`src/rtl/instruction_fetch_stage_pkg.sv`:
```
// Shared definitions for the IF stage, the next-PC mux and the DC stage.
package instruction_fetch_stage_pkg;

    localparam int DEF_ADDR_W  = 16;
    localparam int DEF_INSTR_W = 32;

    localparam logic [DEF_ADDR_W-1:0]  DEF_RESET_PC = 16'h0000;
    localparam logic [DEF_INSTR_W-1:0] NOP_INSTR    = '0;

    typedef enum logic [1:0] {
        ST_IDLE,
        ST_FETCH,
        ST_HOLD,
        ST_DRAIN
    } fetch_state_e;

endpackage

```
`src/rtl/instruction_fetch_stage_if.sv`:
```
// Instruction-memory request/acknowledge bus between the IF stage and memory.
interface instruction_fetch_stage_if
    import instruction_fetch_stage_pkg::*;
#(
    parameter int ADDR_W  = DEF_ADDR_W,
    parameter int INSTR_W = DEF_INSTR_W
);
    logic               req;
    logic [ADDR_W-1:0]  addr;
    logic               ack;
    logic [INSTR_W-1:0] rdata;

    modport master (output req, output addr, input ack, input rdata);
    modport slave  (input req, input addr, output ack, output rdata);
endinterface

```
`src/rtl/instruction_fetch_stage_if_hold_buffer.sv`:
```
// Single-entry parking register for an instruction that arrived while the pipe was stalled.
module instruction_fetch_stage_if_hold_buffer #(
    parameter int ADDR_W  = 16,
    parameter int INSTR_W = 32
) (
    input  logic               clk,
    input  logic               rst,
    input  logic               load,
    input  logic               clear,
    input  logic [INSTR_W-1:0] instr_in,
    input  logic [ADDR_W-1:0]  pc_1_in,
    output logic [INSTR_W-1:0] instr_out,
    output logic [ADDR_W-1:0]  pc_1_out,
    output logic               full
);
    logic [INSTR_W-1:0] instr_q, instr_d;
    logic [ADDR_W-1:0]  pc_1_q, pc_1_d;
    logic               full_q, full_d;

    // Load wins over clear so a capture is never lost to a same-cycle release.
    always_comb begin
        instr_d = instr_q;
        pc_1_d  = pc_1_q;
        full_d  = full_q;
        if (load) begin
            instr_d = instr_in;
            pc_1_d  = pc_1_in;
            full_d  = 1'b1;
        end else if (clear) begin
            full_d  = 1'b0;
        end
    end

    // Buffer storage, emptied by reset.
    always_ff @(posedge clk or posedge rst) begin
        if (rst) begin
            instr_q <= '0;
            pc_1_q  <= '0;
            full_q  <= 1'b0;
        end else begin
            instr_q <= instr_d;
            pc_1_q  <= pc_1_d;
            full_q  <= full_d;
        end
    end

    assign instr_out = instr_q;
    assign pc_1_out  = pc_1_q;
    assign full      = full_q;
endmodule

```
`src/rtl/instruction_fetch_stage.sv`:
```
// IF stage: program counter, instruction-memory handshake and the IF/DC pipeline register.
module instruction_fetch_stage
    import instruction_fetch_stage_pkg::*;
#(
    parameter int                ADDR_W   = DEF_ADDR_W,
    parameter int                INSTR_W  = DEF_INSTR_W,
    parameter logic [ADDR_W-1:0] RESET_PC = ADDR_W'(DEF_RESET_PC)
) (
    input  logic                      clk,
    input  logic                      rst,
    input  logic [ADDR_W-1:0]         next_pc,
    input  logic                      stall,
    input  logic                      flush,
    instruction_fetch_stage_if.master imem,
    output logic [ADDR_W-1:0]         pc_1,
    output logic [INSTR_W-1:0]        ir_dc,
    output logic [ADDR_W-1:0]         pc_1_dc,
    output logic                      valid_dc,
    output logic                      fetch_busy
);
    fetch_state_e       state_q, state_d;
    logic [ADDR_W-1:0]  pc_q, pc_d;
    logic [ADDR_W-1:0]  redirect_pc_q, redirect_pc_d;
    logic [INSTR_W-1:0] ir_dc_q, ir_dc_d;
    logic [ADDR_W-1:0]  pc_1_dc_q, pc_1_dc_d;
    logic               valid_dc_q, valid_dc_d;

    logic               buf_load, buf_clear, buf_full;
    logic [INSTR_W-1:0] buf_instr;
    logic [ADDR_W-1:0]  buf_pc_1;
    logic               ack;

    assign ack  = imem.ack;
    assign pc_1 = pc_q + {{(ADDR_W-1){1'b0}}, 1'b1};

    instruction_fetch_stage_if_hold_buffer #(
        .ADDR_W  (ADDR_W),
        .INSTR_W (INSTR_W)
    ) u_hold_buffer (
        .clk       (clk),
        .rst       (rst),
        .load      (buf_load),
        .clear     (buf_clear),
        .instr_in  (imem.rdata),
        .pc_1_in   (pc_1),
        .instr_out (buf_instr),
        .pc_1_out  (buf_pc_1),
        .full      (buf_full)
    );

    // Fetch state register.
    always_ff @(posedge clk or posedge rst) begin
        if (rst) state_q <= ST_IDLE;
        else     state_q <= state_d;
    end

    // Next-state: flush beats stall, and an outstanding request only ends on ack.
    always_comb begin
        state_d = state_q;
        case (state_q)
            ST_IDLE:  state_d = ST_FETCH;
            ST_FETCH: begin
                if (flush)               state_d = ack ? ST_FETCH : ST_DRAIN;
                else if (ack && stall)   state_d = ST_HOLD;
            end
            ST_HOLD:  if (flush || !stall) state_d = ST_FETCH;
            ST_DRAIN: if (ack)           state_d = ST_FETCH;
            default:  state_d = ST_IDLE;
        endcase
    end

    // Datapath next values: PC, redirect target, IF/DC register and hold-buffer control.
    always_comb begin
        pc_d          = pc_q;
        redirect_pc_d = redirect_pc_q;
        ir_dc_d       = ir_dc_q;
        pc_1_dc_d     = pc_1_dc_q;
        valid_dc_d    = valid_dc_q;
        buf_load      = 1'b0;
        buf_clear     = 1'b0;
        case (state_q)
            ST_FETCH: begin
                if (flush) begin
                    valid_dc_d = 1'b0;
                    if (ack) pc_d          = next_pc;
                    else     redirect_pc_d = next_pc;
                end else if (ack && !stall) begin
                    ir_dc_d    = imem.rdata;
                    pc_1_dc_d  = pc_1;
                    valid_dc_d = 1'b1;
                    pc_d       = next_pc;
                end else if (ack) begin
                    buf_load   = 1'b1;
                end else if (!stall) begin
                    valid_dc_d = 1'b0;
                end
            end
            ST_HOLD: begin
                if (flush) begin
                    buf_clear  = 1'b1;
                    valid_dc_d = 1'b0;
                    pc_d       = next_pc;
                end else if (!stall) begin
                    buf_clear  = 1'b1;
                    ir_dc_d    = buf_instr;
                    pc_1_dc_d  = buf_pc_1;
                    valid_dc_d = buf_full;
                    pc_d       = next_pc;
                end
            end
            ST_DRAIN: begin
                valid_dc_d = 1'b0;
                if (flush) redirect_pc_d = next_pc;
                if (ack)   pc_d = flush ? next_pc : redirect_pc_q;
            end
            default: begin
                if (flush) valid_dc_d = 1'b0;
            end
        endcase
    end

    // PC, redirect target and IF/DC pipeline register.
    always_ff @(posedge clk or posedge rst) begin
        if (rst) begin
            pc_q          <= RESET_PC;
            redirect_pc_q <= RESET_PC;
            ir_dc_q       <= INSTR_W'(NOP_INSTR);
            pc_1_dc_q     <= '0;
            valid_dc_q    <= 1'b0;
        end else begin
            pc_q          <= pc_d;
            redirect_pc_q <= redirect_pc_d;
            ir_dc_q       <= ir_dc_d;
            pc_1_dc_q     <= pc_1_dc_d;
            valid_dc_q    <= valid_dc_d;
        end
    end

    assign imem.req   = (state_q == ST_FETCH) || (state_q == ST_DRAIN);
    assign imem.addr  = pc_q;
    assign fetch_busy = imem.req && !ack;
    assign ir_dc      = ir_dc_q;
    assign pc_1_dc    = pc_1_dc_q;
    assign valid_dc   = valid_dc_q;
endmodule

```
`src/flat_wrapper.sv`:
```
// flat-port wrapper written by rule: the top's interface ports become plain ports
module instruction_fetch_stage_flat import instruction_fetch_stage_pkg::*;
#(
    parameter int                ADDR_W   = DEF_ADDR_W,
    parameter int                INSTR_W  = DEF_INSTR_W,
    parameter logic [ADDR_W-1:0] RESET_PC = ADDR_W'(DEF_RESET_PC)
)
  (clk, rst, next_pc, stall, flush, pc_1, ir_dc, pc_1_dc, valid_dc, fetch_busy, imem_req, imem_addr, imem_ack, imem_rdata);
  instruction_fetch_stage_if #(.ADDR_W(ADDR_W), .INSTR_W(INSTR_W)) imem_i ();
  input  logic clk;
  input  logic rst;
  input  logic [ADDR_W-1:0] next_pc;
  input  logic stall;
  input  logic flush;
  output logic [ADDR_W-1:0] pc_1;
  output logic [INSTR_W-1:0] ir_dc;
  output logic [ADDR_W-1:0] pc_1_dc;
  output logic valid_dc;
  output logic fetch_busy;
  output wire logic [$bits(imem_i.req)-1:0] imem_req;
  output wire logic [$bits(imem_i.addr)-1:0] imem_addr;
  input wire logic [$bits(imem_i.ack)-1:0] imem_ack;
  input wire logic [$bits(imem_i.rdata)-1:0] imem_rdata;
  assign imem_req = imem_i.req;
  assign imem_addr = imem_i.addr;
  assign imem_i.ack = imem_ack;
  assign imem_i.rdata = imem_rdata;
  instruction_fetch_stage #(.ADDR_W(ADDR_W), .INSTR_W(INSTR_W), .RESET_PC(RESET_PC)) u_core (.clk(clk), .rst(rst), .next_pc(next_pc), .stall(stall), .flush(flush), .imem(imem_i), .pc_1(pc_1), .ir_dc(ir_dc), .pc_1_dc(pc_1_dc), .valid_dc(valid_dc), .fetch_busy(fetch_busy));
endmodule
```
`config.mk`:
```
export PLATFORM = sky130hd
export DESIGN_NAME = instruction_fetch_stage_flat
export DESIGN_NICKNAME = d
export VERILOG_FILES = /design/src/rtl/instruction_fetch_stage_pkg.sv /design/src/rtl/instruction_fetch_stage_if.sv /design/src/rtl/instruction_fetch_stage_if_hold_buffer.sv /design/src/rtl/instruction_fetch_stage.sv /design/src/flat_wrapper.sv
export SDC_FILE = /design/constraint.sdc
export NUM_CORES = 1
export LEC_CHECK = 0
export BUFFER_PORTS_ARGS = -buffer_cell sky130_fd_sc_hd__buf_2
export CORE_ASPECT_RATIO = 0.8
export CORE_MARGIN = 3
export CORE_UTILIZATION = 58
export CTS_CLUSTER_DIAMETER = 80
export DETAILED_ROUTE_END_ITERATION = 12
export PLACE_DENSITY = 0.85
export SLEW_MARGIN = 20
export SYNTH_ARGS = -nofsm -noshare
export SYNTH_HDL_FRONTEND = slang
export SYNTH_SLANG_ARGS = --single-unit
```
`constraint.sdc`:
```
create_clock -name clk -period 13.3 [get_ports clk]
set_input_delay 2.66 -clock clk [delete_from_list [all_inputs] [get_ports clk]]
set_output_delay 2.66 -clock clk [all_outputs]
set_load 0.02 [all_outputs]
```
==> out/results.tsv <==
metric	value	unit
reg2reg start	u_core.state_q[0]	
Die ar.	0.0117	mm^2
post-layout min period	5760	ps
CTS Buffer Depth	2	
number of port buffers	135	
Required @ worst endpoint	10640	ps
Skew-Pair Late Insertion Delay	410	ps
gr usage total	24.0	%
area leader, netlist	dfrtp_1	
filler instances	719	
die height	97.5	um
Yosys cell types	44	
fin crit share	43.3	%
Worst-Margin Slew	975	ps
Num CTS Buffers	17	
reg2reg end	u_core.pc_1_dc[15]	
DRT iter0 DRCs	351	
hpwl dp	8860	um
Multi-input gate area	0.00255	mm^2
CTS tree	built	
global-route wire length before repair	22500	um
pin count of the biggest net entering global routing	98	
Pins Over Slew Limit	0	
r2r worst-path depth	8	
CP max FO	7	
Max-cap violations	0	
pwr dens	277	mW/mm^2
Syn Inst Count	526	
vias in the first global route	4477	
Placer Congestion	0.798	
Crit. End Element	output pin	
Post-Syn Area	0.00607	mm^2
leakage power	3.54	nW
H-tree levels	4	
Wirelength per Cell	17.0	um
vias per std cell	5.61	
Synth area leaders	dfrtp_1, mux2_2, mux2i_1	
Placed Cells	770	
DRC viols	0	
setup_tns	0	ps
fmax	174	MHz
Design Area, Final	0.00741	mm^2
syn nets	587	
Final Net Count	715	
total grt overflow	0	
Hold EP	u_core.pc_1_dc[4]	
Post-CTS Setup Inserts	0	
critical path class	in -> out	
final clock skew	10.3	ps
Synth warnings	0	
antenna violations before repair	0	
Final Hold Fails	0	
Main synth FF type	dfrtp_1	
WP data arrival	3100	ps
Commonest cells post-synth	dfrtp_1, mux2i_1, nand2_1	
non-filler cells, final	803	
Hold Slack	474	ps
sequential area share after synthesis	54.4	%
core area	0.00993	mm^2
Die W	120	um
VDD IR max	0.148	mV
Worst-path clk slew	60	ps
IO Count	136	
number of cell rows	32	
slew margin rel.	35.0	%
Post-Syn Area per Cell	11.5	um^2
Async S/R FF share, synth	100	%
Detailed Routing Iterations Pass 1	5	
status	completed	
reg2reg setup slack	10340	ps
Antenna Cells	0	
number of synthesized flops with an enable pin	0	
DP Area	0.00681	mm^2
startpoint class of the critical path	input port	
worst min path class	reg -> reg	
setup violators final	0	
hold_sp	u_core.pc_1_dc[4]	
fraction of layout cells with a size suffix above 1	36.0	%
Root Buffer	clkbuf_16	
DRT antenna net count	0	
final wirelength	13600	um
initial core utilization	61.2	%
Area Growth Syn to Fin	21.9	%
Hold Crit Depth	2	
Seq cells post-synth	132	
hold buffer count at CTS	0	
register area	0.00330	mm^2
clk sink count	132	
vias	4503	
unrepaired setup endpoints after global routing	no	
most instantiated library cell after synthesis	dfrtp_1	
top-area cell type share of the netlist area	54.4	%
post-cts sizing count	0	
[final cells by class]
cell class	count	share of cell area (%)
flip-flops and latches	132	44.6
multi-input cells	344	34.5
repair buffers	140	9.68
clock buffers	19	5.98
well taps	136	2.30
clock inverters	13	1.99
inverters	19	0.997
[worst max path at each step]
| stage | cells after the start | endpoint | slack (ps) | startpoint |
|---|---|---|---|---|
| CTS | 3 | fetch_busy | 7530 | imem_ack |
| detailed placement | 3 | fetch_busy | 7540 | imem_ack |
| global placement | 3 | fetch_busy | 7540 | imem_ack |
| floorplan | 1 | u_core.imem.addr[0] | 7110 | rst |
| global route | 3 | fetch_busy | 7470 | imem_ack |
| finish | 3 | fetch_busy | 7540 | imem_ack |
[power breakdown]
group / switching, mW / leakage (nW) / internal, mW
sequential: 0.137 / 1.58 / 0.603
combinational: 0.517 / 1.67 / 0.338
clock: 0.176 / 0.289 / 0.284
total: 0.829 / 3.54 / 1.22
[sequential cells by signal, summed over array words and instances, names as in the netlist, 2 cells and up]
register,count
u_core.pc_1_dc,16
u_core.u_hold_buffer.instr_out,32
u_core.u_hold_buffer.pc_1_out,16
u_core.state_q,2
u_core.redirect_pc_q,16
u_core.imem.addr,16
u_core.ir_dc,32
[kinds of logic after synthesis]
family	Yosys count	synth area share (%)
compound gates	95	9.58
flops	132	54.4
mux	113	19.8
buf+inv	50	3.79
simple gates	120	9.64
fa+ha+maj	8	1.65
xor+xnor	8	1.15
[per-layer routing]
metal	vias up	wire length [um]	GRT usage, %
met1	2212	6090	32.8
met5	-	0	0
met2	157	6510	38.6
met4	0	138	6.27
met3	16	869	6.34
li1	2118	-	-
[stage by stage]
step           power [mW]  utilization, %  worst slack (ps)
6_report             2.05            74.6              7540
3_3_place_gp         1.55            68.5              7540
2_1_floorplan        1.33               -              7110
4_1_cts              2.06            74.5              7530
5_1_grt              2.19            74.6              7470
3_5_place_dp         1.59            68.5              7540
[worst max-delay path: stages]
cell     delay, ps
buf_2          150
nor2b_1        120
buf_2          170
[placed cells by master, fill, tap and decap left out, types with 2 or more instances in the layout]
master,netlist,final
nand3_1,3,3
nor3_1,10,10
o31a_1,3,3
ha_1,8,7
a221oi_1,3,3
o21a_1,3,3
xnor2_1,7,7
o22a_1,2,2
bufinv_16,0,2
buf_4,2,4
a221oi_2,2,2
nand2b_1,5,5
nor4_2,3,3
o21ai_1,2,2
mux2i_1,55,55
buf_2,16,135
or2_1,7,7
a21oi_1,20,20
nand2_1,55,55
mux2_1,5,5
nor2b_1,4,4
o21ai_0,47,47
nand3_2,3,3
inv_6,0,4
inv_1,19,18
nor2_1,20,20
mux2_2,53,53
o31ai_1,5,5
clkinv_4,0,4
dfrtp_1,132,132
nand4_1,3,3
nor4_1,4,4
clkbuf_16,0,17
clkinv_2,0,2
Power figures use the tool's default switching activity.
